$ cat src/rtl/decoder_2x2x4_active_low.sv
// Registered 3-to-8 one-cold decoder built from two 2-to-4 active-low halves.
// {enable, x, y} forms the line index. enable picks the half: D[0:3] or D[4:7].
// D uses ascending indexing, so D[0] is the leftmost bit and D[idx] is the line that is driven low.
module decoder_2x2x4_active_low (
    input  logic       clk,
    input  logic       rst_n,
    input  logic       x,
    input  logic       y,
    input  logic       enable,
    output logic [0:7] D
);

    // 2-to-4 active-low decode: the selected line is 0 and the other three are 1.
    function automatic logic [0:3] dec_2to4_n(input logic [1:0] sel);
        logic [0:3] lines;
        lines      = 4'b1111;
        lines[sel] = 1'b0;
        return lines;
    endfunction

    logic [0:3] half_lines;
    logic [0:7] d_next;

    // Decode {x,y} once, then steer the result into the half chosen by enable.
    always_comb begin
        // NOTE: give every always_comb output a default first; a path that leaves one unassigned infers a latch.
        d_next     = 8'hFF;
        half_lines = dec_2to4_n({x, y});
        if (enable) begin
            d_next[4:7] = half_lines;
        end else begin
            d_next[0:3] = half_lines;
        end
    end

    // Output register with synchronous reset. Reset takes priority and forces all lines inactive.
    always_ff @(posedge clk) begin
        // NOTE: use non-blocking assignments for registered state so that every flop samples the values from before the edge.
        if (!rst_n) begin
            D <= 8'hFF;
        end else begin
            D <= d_next;
        end
    end

endmodule

$ cat config.mk
export PLATFORM = sky130hd
export DESIGN_NAME = decoder_2x2x4_active_low
export DESIGN_NICKNAME = d
export VERILOG_FILES = /design/src/rtl/decoder_2x2x4_active_low.sv
export SDC_FILE = /design/constraint.sdc
export NUM_CORES = 1
export LEC_CHECK = 0
export BUFFER_PORTS_ARGS = -buffer_cell sky130_fd_sc_hd__buf_4
export CORE_AREA = 2 2 39 41
export CTS_CLUSTER_SIZE = 40
export DETAILED_ROUTE_END_ITERATION = 10
export DIE_AREA = 0 0 41 43
export PLACE_DENSITY_LB_ADDON = 0.1
export SYNTH_ARGS = -nofsm -noshare
export SYNTH_HDL_FRONTEND = slang
export SYNTH_SLANG_ARGS = --single-unit
$ cat constraint.sdc
create_clock -name clk -period 1.7 [get_ports clk]
set_input_delay 0.17 -clock clk [delete_from_list [all_inputs] [get_ports clk]]
set_output_delay 0.17 -clock clk [all_outputs]
set_load 0.005 [all_outputs]
==> Yosys cells after proc, flatten, opt, wreduce, memory -nomap -nowiden <==
Cells that the tools add are included.
{ "classes": {"order_cmp": 2, "eq_ne": 0, "reduce_logical": 3, "n_bitwise": 3, "n_div": 0, "multipliers": 0, "n_mux": 2, "shifts": 0, "n_addsub": 0} }
{ "op_table": {"columns": ["op", "count"], "rows": [
  ["$not A4 Y4", 1],
  ["$ge A3 B3 Y1 const B", 1],
  ["$lt A3 B1 Y1 const B", 1],
  ["$not A2 Y3", 1],
  ["$demux W1 S2", 1],
  ["$reduce_and A2 Y1", 1],
  ["$reduce_or A2 Y1", 1],
  ["$logic_and A1 B1 Y1", 1],
  ["$mux W1", 1],
  ["$not A1 Y1", 1]
]} }
{ "totals": {"ram_bits": 0, "mem_bits_ro": 0, "latch_bits": 0, "output_inout_bits": 8, "inputBits": 5, "mem_count": 0, "register_bits": 8} }

==> Logic depth before layout (Yosys ltp) <==
{ "depth": {"depth_word": 6, "mapped_depth": 1, "ltp_nobuf": 1} }

==> Worst setup path after synthesis <==
Ideal clock, no wire load.
{ "synth_timing": {"path_kind": "input to register", "from": "input port x", "to": "register D[0] (netlist name)", "cell_stages": 1, "setup_time_ps": 135, "slack_ps": 905, "path_buffers": 0, "t_arrival_ps": 660, "path_cell_list": "or4b_1"} }
{ "synth_via": {"elab_chain_cells": 6} }
{ "synth_lines": {"columns": ["element", "line", "rtl"], "rows": [
  ["start, declared", "7", "input logic x,"],
  ["$not A2 Y3 (not written as such) *", "17", "lines[sel] = 1'b0;"],
  ["$ge A3 B3 Y1 (not written as such) / $lt A3 B1 Y1 (equally long branches)", "17", null],
  ["$logic_and A1 B1 Y1 (not written as such)", "17", null],
  ["$mux W1 (not written as such)", "17", null],
  ["$demux W1 S2 *", "17", null],
  ["$not A4 Y4 (no source line) *", null, null],
  ["end signal, assigned", "42", "D <= d_next;"],
  ["end, declared", "10", "output logic [0:7] D"]
]} }
Every way passes the cells marked *; elsewhere a longest branch is shown, timed or not.
A chain may end at the register's enable or synchronous reset.

==> Worst setup path after layout <==
{ "layout_timing": {"from": "register D[2] (netlist name)", "to": "output port D[2] (netlist name)"} }
No word-level cell between the ends.

==> results.py <==
metrics = {
    "logic_synthesis": {
        "synth_nets": 21,
        "syn_inst": 16,
        "ys_warn_count": 0,
        "syn_area_per_cell_um2": 14.78,
        "ys_ff_latch": 8,
        "seq_area_frac_synth_pct": 67.72,
        "syn_area_um2": 236.5,
        "synth.distinct_cells": 5,
    },
    "cts": {
        "cts_tree": "yes",
        "cts.sinks": 8,
        "hold_buffers": 0,
        "htreeDepth": 1,
        "path_clk_slew_ns": 0.05,
        "ctsLongestPathBuffers": 2,
        "post-cts-setup-buffers": 0,
        "cts_buffers": 3,
        "post_cts_resized": 0,
        "cts-root-buf": "clkbuf_4",
    },
    "pwr": {
        "power.leakage_nw": 0.1438,
        "power-per-cell-area_nw_per_um2": 1002,
        "p_int_mw": 0.2906,
        "combPwrFrac_pct": 8.1,
        "p_clk_share_pct": 39.5,
        "seqPwrFrac_pct": 52.4,
        "ir_drop_mv": 0.1940,
        "swShare_pct": 21.43,
        "switchingPower_mw": 0.07926,
    },
    "route": {
        "drt_wl_total_um": 521,
        "wl_per_cell_um": 11.09,
        "detail_route.iter0.violations": 3,
        "dr.pass1.iters": 4,
        "drc_errors": 0,
        "viasPerCell": 4.043,
        "vias": 190,
        "final_antenna_net_count": 0,
    },
    "sta": {
        "finalMaxSlewViolations": 0,
        "clock.fmax_mhz": 1188,
        "fin_crit_ns": 0.8420,
        "relSlewSlack_pct": 94.06,
        "tns_ns": 0,
        "rsz0062_at_grt": "false",
        "fin_crit_sh_pct": 49.53,
        "worst_pin_slew_ns": 0.08857,
        "hold_viol": 0,
        "setup_viol": 0,
    },
    "worst_setup_path": {
        "critical_path_buf_inv_count": 1,
        "critPathRequiredTime_ns": 1.53,
        "arrival_ns": 0.67,
        "cp.depth": 1,
        "crit_end": "D[2]",
        "critPathKind": "flop to output pin",
        "path_cells": "buf_4",
        "startpoint_type": "flop",
        "crit_fanout": 1,
        "cp_slowest_stage_delay_ns": 0.30,
        "crit_path_end_kind": "output pin",
        "path_delay_family": "flip-flops",
        "crit_start": "D[2]$_SDFF_PP1_",
        "crit_slowest_cell": "dfxtp_1",
    },
    "worst_hold_path": {
        "hold_path_depth": 2,
        "hp-class": "primary input to flop",
    },
    "floorplanning": {
        "rows": 14,
        "coreArea_um2": 1384,
        "floorplan.initialDensity_pct": 17.09,
        "die-area_um2": 1763,
        "die_x_um": 41,
        "ios": 13,
        "die_h_um": 43,
    },
    "layout": {
        "antenna_cells": 0,
        "syn_to_final_growth_pct": 56.08,
        "drive_gt1_share_pct": 48.39,
        "regMostFlops": "D",
        "nFillCells": 153,
        "finish.net_count": 38,
        "top_regs": "D (8)",
        "largest_reg_flops": 8,
        "stdcell_count": 47,
    },
    "placement": {
        "gp_congestion": 0.6060,
        "portBuffers": 12,
        "dp_hpwl_um": 336.3,
        "dpl.cell_count": 44,
    },
    "global_routing": {
        "grt_pass1_wl_um": 779,
        "grt_max_degree": 9,
        "globalRouteTotalUtil_pct": 7.739,
        "grt_pass1_vias": 171,
        "grt_overflow": 0,
        "antenna_found_initial": 0,
    },
    "outcome": {
        "status": "completed",
    },
    "job": {
        "cap_violations": 0,
    },
}
[cells in the mapped netlist, drive strengths merged]
library cell  number  area [um2]
dfxtp              8       160.2
nand4              1       6.260
nand4b             3       26.28
nand4bb            3       33.78
or4b               1       10.01
[area by class of cell]
class                           instances  area, um2  share of cell area, %
Sequential cell                         8      160.2                  43.39
Timing Repair Buffer                   12      90.09                  24.41
Multi-Input combinational cell          8      76.32                  20.68
Clock buffer                            3      22.52                  6.102
Tap cell                               16      20.02                  5.424
[placed cells by master, fill, tap and decap left out, drive strengths merged]
| master | count |
|---|---|
| nand4bb | 3 |
| buf | 12 |
| or4b | 1 |
| nand4 | 1 |
| dfxtp | 8 |
| clkbuf | 3 |
| nand4b | 3 |
[cells by family after synthesis]
logic type / after synthesis / share of synthesized area [%]
flip-flops: 8 / 67.72
AND/OR/NAND/NOR: 8 / 32.28
[routing by layer]
metal	vias up	track usage, %	part of all wire (%)
met2	7	7.500	44
met5	-	0	0
met1	88	9.355	48
met4	0	8.000	0
li1	95	-	-
met3	0	6.283	8.6
[power groups by stage]
| stage | combinational (mW) | clock (mW) | sequential, mW |
|---|---|---|---|
| floorplan | 0.00622 | 0 | 0.199 |
| global placement | 0.0291 | 0 | 0.198 |
| detailed placement | 0.0295 | 0 | 0.198 |
| CTS | 0.0295 | 0.154 | 0.194 |
| global route | 0.0319 | 0.173 | 0.194 |
| finish | 0.0299 | 0.146 | 0.194 |
[worst min-delay path by stage]
stage | from | end | slack, ns
4_1_cts | enable | D[6]$_SDFF_PN1_ | 0.15
3_5_place_dp | enable | D[6]$_SDFF_PN1_ | 0.42
3_3_place_gp | enable | D[0]$_SDFF_PP1_ | 0.42
5_1_grt | enable | D[6]$_SDFF_PN1_ | 0.15
2_1_floorplan | x | D[7]$_SDFF_PN1_ | 0.24
6_report | x | D[7]$_SDFF_PN1_ | 0.16
[per-stage QoR]
step	worst slack [ns]	cell area, um2	utilization, %	power (mW)	hold slack [ns]
final	0.8580	369.1	26.67	0.3698	0.1631
after global routing	0.8130	369.1	26.67	0.3994	0.1540
after CTS	0.8437	369.1	26.67	0.3770	0.1548
after detailed placement	0.7528	346.6	25.05	0.2274	0.4217
after global placement	0.7619	346.6	25.05	0.2270	0.4151
after floorplan	0.9054	236.5	-	0.2049	0.2439
No activity file was read; power rests on OpenSTA's default activity.
